`config.mk`:
```
export PLATFORM = sky130hd
export DESIGN_NAME = wr_burst_arbiter
export DESIGN_NICKNAME = d
export VERILOG_FILES = /design/src/rtl/wr_arb_pkg.sv /design/src/rtl/grant_fifo.sv /design/src/rtl/wr_burst_arbiter.sv
export SDC_FILE = /design/constraint.sdc
export NUM_CORES = 1
export LEC_CHECK = 0
export ABC_AREA = 1
export CORE_AREA = 2 2 768 770
export CTS_CLUSTER_SIZE = 14
export DETAILED_ROUTE_END_ITERATION = 7
export DIE_AREA = 0 0 770 772
export GPL_TIMING_DRIVEN = 0
export HOLD_SLACK_MARGIN = 0.02
export PLACE_DENSITY = 0.3
export SLEW_MARGIN = 10
export SYNTH_ARGS = -nofsm -noshare
export SYNTH_HDL_FRONTEND = slang
export SYNTH_HIERARCHICAL = 1
export SYNTH_SLANG_ARGS = --single-unit
```
`constraint.sdc`:
```
create_clock -name clk -period 2.23 [get_ports clk]
set_clock_uncertainty 0.15 [all_clocks]
set_input_delay 0.223 -clock clk [delete_from_list [all_inputs] [get_ports clk]]
set_output_delay 0.223 -clock clk [all_outputs]
set_load 0.01 [all_outputs]
```
`src/rtl/wr_arb_pkg.sv`:
```
`default_nettype none
// +------------------------------------------------------------------+
// | wr_arb_pkg                                                       |
// | Shared states and AXI encodings for the two-port write arbiter.  |
// | Revision: 1.0                                                    |
// +------------------------------------------------------------------+
package wr_arb_pkg;

  typedef enum logic [1:0] {
    IDLE   = 2'd0,
    XFER   = 2'd1,
    AWWAIT = 2'd2
  } arb_state_t;

  localparam logic [2:0] AXI_SIZE_64B   = 3'd6;
  localparam logic [1:0] AXI_BURST_INCR = 2'd1;

  localparam logic [1:0] RESP_OKAY   = 2'd0;
  localparam logic [1:0] RESP_SLVERR = 2'd2;
  localparam logic [1:0] RESP_DECERR = 2'd3;

  // Round-robin pick between two requesters; on a tie the one not granted last wins.
  function automatic logic rr_pick(input logic [1:0] req, input logic last);
    if (req == 2'b11) return ~last;
    return req[1];
  endfunction

endpackage
`default_nettype wire

```
`src/rtl/grant_fifo.sv`:
```
`default_nettype none
// +------------------------------------------------------------------+
// | grant_fifo                                                       |
// | Small FIFO of granted requester ids awaiting their B response.   |
// | Revision: 1.0                                                    |
// +------------------------------------------------------------------+
module grant_fifo #(
  parameter int WIDTH = 1,
  parameter int DEPTH = 4
) (
  input  logic             clk,
  input  logic             resetn,
  input  logic             push,
  input  logic [WIDTH-1:0] din,
  input  logic             pop,
  output logic [WIDTH-1:0] dout,
  output logic             full,
  output logic             empty
);

  localparam int c_aw = $clog2(DEPTH);

  logic [WIDTH-1:0] r_mem [DEPTH];
  logic [c_aw-1:0]  r_wptr;
  logic [c_aw-1:0]  r_rptr;
  logic [c_aw:0]    r_count;
  logic             w_push;
  logic             w_pop;

  // DEPTH is a power of two, so the count MSB alone marks full.
  assign full   = r_count[c_aw];
  assign empty  = (r_count == '0);
  assign dout   = r_mem[r_rptr];
  assign w_push = push && !full;
  assign w_pop  = pop && !empty;

  always_ff @(posedge clk) begin
    if (w_push) r_mem[r_wptr] <= din;
  end

  always_ff @(posedge clk or negedge resetn) begin
    if (!resetn) begin
      r_wptr  <= '0;
      r_rptr  <= '0;
      r_count <= '0;
    end else begin
      if (w_push) r_wptr <= r_wptr + c_aw'(1);
      if (w_pop)  r_rptr <= r_rptr + c_aw'(1);
      case ({w_push, w_pop})
        2'b10:   r_count <= r_count + (c_aw + 1)'(1);
        2'b01:   r_count <= r_count - (c_aw + 1)'(1);
        default: r_count <= r_count;
      endcase
    end
  end

endmodule
`default_nettype wire

```
`src/rtl/wr_burst_arbiter.sv`:
```
`default_nettype none
// +------------------------------------------------------------------+
// | wr_burst_arbiter                                                 |
// | Two-requester AXI4 write-burst arbiter with B response routing.  |
// | Optional statistics counters enabled by macro WR_ARB_STATS_EN.   |
// | Revision: 1.0                                                    |
// +------------------------------------------------------------------+
module wr_burst_arbiter
  import wr_arb_pkg::*;
#(
  parameter int MAX_OUTSTANDING = 4
) (
  input  logic          clk,
  input  logic          resetn,
  input  logic [127:0]  S_AWADDR,
  input  logic [15:0]   S_AWLEN,
  input  logic [1:0]    S_AWVALID,
  output logic [1:0]    S_AWREADY,
  input  logic [1023:0] S_WDATA,
  input  logic [127:0]  S_WSTRB,
  input  logic [1:0]    S_WLAST,
  input  logic [1:0]    S_WVALID,
  output logic [1:0]    S_WREADY,
  output logic [3:0]    S_BRESP,
  output logic [1:0]    S_BVALID,
  input  logic [1:0]    S_BREADY,
  output logic [63:0]   M_AXI_AWADDR,
  output logic [7:0]    M_AXI_AWLEN,
  output logic          M_AXI_AWVALID,
  input  logic          M_AXI_AWREADY,
  output logic [2:0]    M_AXI_AWSIZE,
  output logic [1:0]    M_AXI_AWBURST,
  output logic [511:0]  M_AXI_WDATA,
  output logic [63:0]   M_AXI_WSTRB,
  output logic          M_AXI_WLAST,
  output logic          M_AXI_WVALID,
  input  logic          M_AXI_WREADY,
  input  logic [1:0]    M_AXI_BRESP,
  input  logic          M_AXI_BVALID,
  output logic          M_AXI_BREADY,
  output logic          busy
`ifdef WR_ARB_STATS_EN
  ,
  output logic [63:0]   grant_count,
  output logic [31:0]   bresp_err_count
`endif
);

  arb_state_t  r_state;
  arb_state_t  w_state_nxt;
  logic        r_gnt;
  logic        r_awvalid;
  logic [63:0] r_awaddr;
  logic [7:0]  r_awlen;

  logic        w_pick;
  logic        w_grant;
  logic        w_aw_hs;
  logic        w_w_hs;
  logic        w_b_hs;
  logic        w_fifo_full;
  logic        w_fifo_empty;
  logic        w_fifo_head;

  assign w_pick  = rr_pick(S_AWVALID, r_gnt);
  // Full is registered occupancy, so a same-cycle pop cannot open a grant.
  assign w_grant = (r_state == IDLE) && (|S_AWVALID) && !w_fifo_full;
  assign w_aw_hs = r_awvalid && M_AXI_AWREADY;
  assign w_w_hs  = M_AXI_WVALID && M_AXI_WREADY;
  assign w_b_hs  = !w_fifo_empty && M_AXI_BVALID && M_AXI_BREADY;

  grant_fifo #(
    .WIDTH (1),
    .DEPTH (MAX_OUTSTANDING)
  ) u_grant_fifo (
    .clk    (clk),
    .resetn (resetn),
    .push   (w_grant),
    .din    (w_pick),
    .pop    (w_b_hs),
    .dout   (w_fifo_head),
    .full   (w_fifo_full),
    .empty  (w_fifo_empty)
  );

  always_comb begin
    w_state_nxt = r_state;
    case (r_state)
      IDLE:    if (w_grant) w_state_nxt = XFER;
      XFER:    if (w_w_hs && M_AXI_WLAST)
                 w_state_nxt = (r_awvalid && !M_AXI_AWREADY) ? AWWAIT : IDLE;
      AWWAIT:  if (w_aw_hs) w_state_nxt = IDLE;
      default: w_state_nxt = IDLE;
    endcase
  end

  always_ff @(posedge clk or negedge resetn) begin
    if (!resetn) begin
      r_state   <= IDLE;
      r_gnt     <= 1'b1;
      r_awvalid <= 1'b0;
      r_awaddr  <= '0;
      r_awlen   <= '0;
    end else begin
      r_state <= w_state_nxt;
      if (w_grant) begin
        r_gnt     <= w_pick;
        r_awvalid <= 1'b1;
        r_awaddr  <= w_pick ? S_AWADDR[127:64] : S_AWADDR[63:0];
        r_awlen   <= w_pick ? S_AWLEN[15:8] : S_AWLEN[7:0];
      end else if (w_aw_hs) begin
        r_awvalid <= 1'b0;
      end
    end
  end

  assign M_AXI_AWADDR  = r_awaddr;
  assign M_AXI_AWLEN   = r_awlen;
  assign M_AXI_AWVALID = r_awvalid;
  assign M_AXI_AWSIZE  = AXI_SIZE_64B;
  assign M_AXI_AWBURST = AXI_BURST_INCR;

  // Grant accept is combinational on S_AWVALID, so it is masked while reset is held.
  assign S_AWREADY = (resetn && w_grant) ? (w_pick ? 2'b10 : 2'b01) : 2'b00;

  assign M_AXI_WDATA  = r_gnt ? S_WDATA[1023:512] : S_WDATA[511:0];
  assign M_AXI_WSTRB  = r_gnt ? S_WSTRB[127:64]   : S_WSTRB[63:0];
  assign M_AXI_WLAST  = r_gnt ? S_WLAST[1]        : S_WLAST[0];
  assign M_AXI_WVALID = (r_state == XFER) && (r_gnt ? S_WVALID[1] : S_WVALID[0]);
  assign S_WREADY     = (r_state != XFER) ? 2'b00 :
                        (r_gnt ? {M_AXI_WREADY, 1'b0} : {1'b0, M_AXI_WREADY});

  always_comb begin
    S_BVALID     = 2'b00;
    S_BRESP      = 4'b0000;
    // Responses with nobody waiting are swallowed.
    M_AXI_BREADY = resetn;
    if (!w_fifo_empty) begin
      if (w_fifo_head) begin
        S_BVALID[1]  = M_AXI_BVALID;
        S_BRESP[3:2] = M_AXI_BRESP;
        M_AXI_BREADY = S_BREADY[1];
      end else begin
        S_BVALID[0]  = M_AXI_BVALID;
        S_BRESP[1:0] = M_AXI_BRESP;
        M_AXI_BREADY = S_BREADY[0];
      end
    end
  end

  assign busy = (r_state != IDLE) || !w_fifo_empty;

`ifdef WR_ARB_STATS_EN
  logic [31:0] r_gcnt0;
  logic [31:0] r_gcnt1;
  logic [31:0] r_berr;

  always_ff @(posedge clk or negedge resetn) begin
    if (!resetn) begin
      r_gcnt0 <= '0;
      r_gcnt1 <= '0;
      r_berr  <= '0;
    end else begin
      if (w_grant) begin
        if (w_pick) r_gcnt1 <= r_gcnt1 + 32'd1;
        else        r_gcnt0 <= r_gcnt0 + 32'd1;
      end
      if (w_b_hs && (M_AXI_BRESP != RESP_OKAY) && (r_berr != 32'hFFFF_FFFF))
        r_berr <= r_berr + 32'd1;
    end
  end

  assign grant_count     = {r_gcnt1, r_gcnt0};
  assign bresp_err_count = r_berr;
`endif

endmodule
`default_nettype wire

```
==> flow_summary.json <==
{
  "leakagePower_nw": 17.5,
  "hold_depth": 3,
  "crit_type": "reg2out",
  "num_vias": 27115,
  "synth_area_leader_cell": "nand2_1",
  "die-height_um": 772,
  "synth-seq-cells": 87,
  "drt-vias-per-instance": 2.20,
  "syn_inst": 2392,
  "grt_pass1_vias": 24858,
  "outcome": "complete, but fails checks",
  "failed_checks": "setup timing",
  "clk_pin_slew_ns": 0.10,
  "r2r-end": "M_AXI_AWADDR[1]$_DFFE_PN0P_",
  "cp-end-kind": "output port",
  "start_kind": "flop",
  "hold_viol": 0,
  "ys_async_sr_fraction": 0.954,
  "ant_nets": 0,
  "hp-start": "S_AWADDR[100]",
  "hold_class": "in2reg",
  "grt-ovfl-total": 0,
  "synth.mux.area_fraction": 0,
  "drc_errors": 0,
  "gp_congestion": 0.983,
  "dr.pass1.iters": 6,
  "synthFlopType": "dfrtp_1",
  "synth_compound_area_frac": 0.0882,
  "synth.most_common_cell": "nand2_1",
  "die_w_um": 770,
  "ctsRootBufferMaster": "clkbuf_16",
  "cp.depth": 8,
  "worstPathRequired_ns": 1.86,
  "path_max_fanout": 10,
  "synthTopCellsByCount": "nand2_1, buf_2, nor2_1",
  "worst_hold_slack_ns": 0.239,
  "ir_worst_vdd_uv": 769,
  "postSynthAreaPerCell_um2": 4.88,
  "final_cell_count_no_fill": 12330,
  "clockBufferDepth": 2,
  "path_buf_inv": 6,
  "synthAdderAreaFrac": 0.00708,
  "wirelength_um": 459000,
  "worst_slack_ns": -0.866,
  "clock-sinks": 87,
  "cts_max_level": 3,
  "tritoncts": "done",
  "port_buffers": 1973,
  "setup_violations": 634,
  "grt_pass1_wl_um": 511000,
  "fin_crit_ns": 3.10,
  "yosys.area_share.simple": 0.628,
  "die_area_um2": 594000,
  "track_usage": 0.147,
  "fin_crit_sh": 1.39,
  "num-nets-final": 5755,
  "synth_top_area_frac": 0.588,
  "slowest_stage": "clkdlybuf4s15_1",
  "wl_per_cell_um": 37.2,
  "relSlewSlack": 0.335,
  "clk_latency_ns": 0.42,
  "pwr_density_cell_nw_per_um2": 1150,
  "reg2regPathDepth": 9,
  "grt_max_degree": 48,
  "synth.distinct_cells": 34,
  "io_pins": 1979,
  "rows": 282,
  "place_inst": 12181,
  "ys_seq_area_frac": 0.189,
  "fp.coreArea_um2": 587000,
  "r2r_slack_ns": -0.46,
  "drv_cap": 0,
  "tritoncts.num_buffers": 9,
  "drive_gt1_frac": 0.179,
  "ys_top_cells_by_area": "nand2_1, dfrtp_1, o21ai_2",
  "reg2reg_from": "r_gnt$_DFFE_PN1P_",
  "final_max_slew_viol_count": 0,
  "cp_top_family": "buffers and inverters",
  "synth_warnings": 6,
  "cp.arrival_ns": 2.72,
  "synth_top_family_by_area": "simple AND/OR/NAND/NOR gates",
  "cpPeakStageDelay_ns": 0.57,
  "area_delta_synth_final_pct": 285,
  "fmax_mhz": 323,
  "rsz0062_at_grt": "true",
  "hold_end": "M_AXI_AWADDR[36]$_DFFE_PN0P_",
  "worst_pin_slew_ns": 0.998,
  "worstPathCellList": "buf_12, buf_16, buf_16, buf_12, buf_6, nand2_1, nand2_1, clkdlybuf4s15_1",
  "start_util": 0.0199,
  "antenna_found_initial": 426,
  "dpl.hpwl_um": 433000,
  "drt_iter0_markers": 2124,
  "fillCellCount": 69380,
  "synthXorXnorAreaFrac": 0.00215,
  "synth_area_um2": 11700,
  "synth-edff-count": 4
}
==> state kept, by name, indices dropped and copies added, names as in the netlist <==
| signal | flops |
|---|---|
| M_AXI_AWADDR | 64 |
| M_AXI_AWLEN | 8 |
| u_grant_fifo/r_mem | 4 |
| u_grant_fifo/r_count | 3 |
| r_state | 2 |
| u_grant_fifo/r_rptr | 2 |
| u_grant_fifo/r_wptr | 2 |
| M_AXI_AWVALID | 1 |
| r_gnt | 1 |
==> cell type report <==
type                            count  area, um2  area share
Inverter                           42        174     0.00387
Clock buffer                        9        225     0.00501
Multi-Input combinational cell   2101       9970       0.222
Antenna cell                       77        193     0.00429
Timing Repair Buffer             2033      20400       0.453
Sequential cell                    87       2200      0.0490
Tap cell                         7810       9770       0.218
Clock inverter                      7       73.8     0.00164
Buffer                            164       1960      0.0437
==> timing repair <==
| action | CTS | global route |
|---|---|---|
| endpoints found under the setup margin | 681 | 622 |
| setup buffers | 17 | 33 |
| hold buffers | 2 | 0 |
| pin swaps | 8 | 20 |
| hold endpoints to repair | 47 | 0 |
| gates cloned | 4 | 2 |
| gates resized for setup | 1474 | 373 |
==> where the power goes <==
part / switching, mW / internal (mW) / total (mW)
sequential: 0.500 / 2.34 / 2.84
clock: 1.01 / 0.795 / 1.81
combinational: 31.4 / 15.5 / 46.9
==> worst register-to-register path: cells and delay by family, from the launching register on <==
| kind | cells | cell delay, ns |
|---|---|---|
| AO/OA/AOI/OAI | 2 | 0.27 |
| buffers and inverters | 6 | 1.50 |
| AND/OR/NAND/NOR | 1 | 0.17 |
| flip-flops | 1 | 0.55 |
==> cell usage in the layout, fill, tap and decap left out, types with 5 or more instances in the layout <==
cell             instances
clkbuf_8                 8
o21ai_2                 64
nand2_2                157
o21ai_1                 32
nand2_1               1554
dfrtp_1                 81
buf_4                  111
buf_12                  55
clkdlybuf4s50_1       1608
clkbuf_4                 8
conb_1                   5
inv_2                    9
clkbuf_1                 8
o21ai_0                 52
buf_8                   24
buf_16                  13
clkdlybuf4s15_1         12
diode_2                 77
buf_6                   50
clkdlybuf4s15_2         66
nor2_1                  85
clkbuf_16               16
inv_1                   29
nand2_4                100
dlygate4sd2_1          154
nor2_4                   5
nand3_1                  6
nand2_8                 18
clkbuf_2                17
buf_2                   47
==> routing by layer <==
metal,part of all wire,vias up,track usage
li1,-,11377,-
met1,0.38,12469,0.167
met2,0.45,2234,0.238
met3,0.13,761,0.0766
met4,0.043,274,0.0472
met5,0.0039,-,0
==> through the flow <==
stage | setup slack [ns] | area [um2] | utilization | total power, mW | setup TNS (ns)
after CTS | -0.948 | 43800 | 0.0746 | 52.3 | -464.22
after detailed placement | -2.52 | 41200 | 0.0701 | 47.3 | -781.71
after floorplan | -0.00856 | 11700 | - | 13.6 | -0.00856
after global routing | -0.922 | 44800 | 0.0763 | 54.2 | -438.29
after global placement | -4.45 | 41200 | 0.0702 | 47.6 | -1543.92
final | -0.866 | 44900 | 0.0765 | 51.5 | -365.02
==> logic make-up after synthesis <==
kind of cell / after synthesis
AND/OR/NAND/NOR: 1935
buffers and inverters: 207
AO/OA/AOI/OAI: 153
flip-flops: 87
adder cells (fa/ha/maj): 6
XOR/XNOR: 2
other: 2
==> how the worst max path moves through the flow <==
stage                                               end                          startpoint
CTS                                        S_AWREADY[1]                   r_gnt$_DFFE_PN1P_
global route                            M_AXI_WSTRB[24]                   r_gnt$_DFFE_PN1P_
floorplan           u_grant_fifo/r_count[1]$_DFFE_PN0P_  u_grant_fifo/r_rptr[0]$_DFFE_PN0P_
detailed placement                      M_AXI_WSTRB[21]                   r_gnt$_DFFE_PN1P_
global placement                           S_AWREADY[0]                              resetn
finish                                 M_AXI_WDATA[427]                   r_gnt$_DFFE_PN1P_
Power figures use the tool's default switching activity.
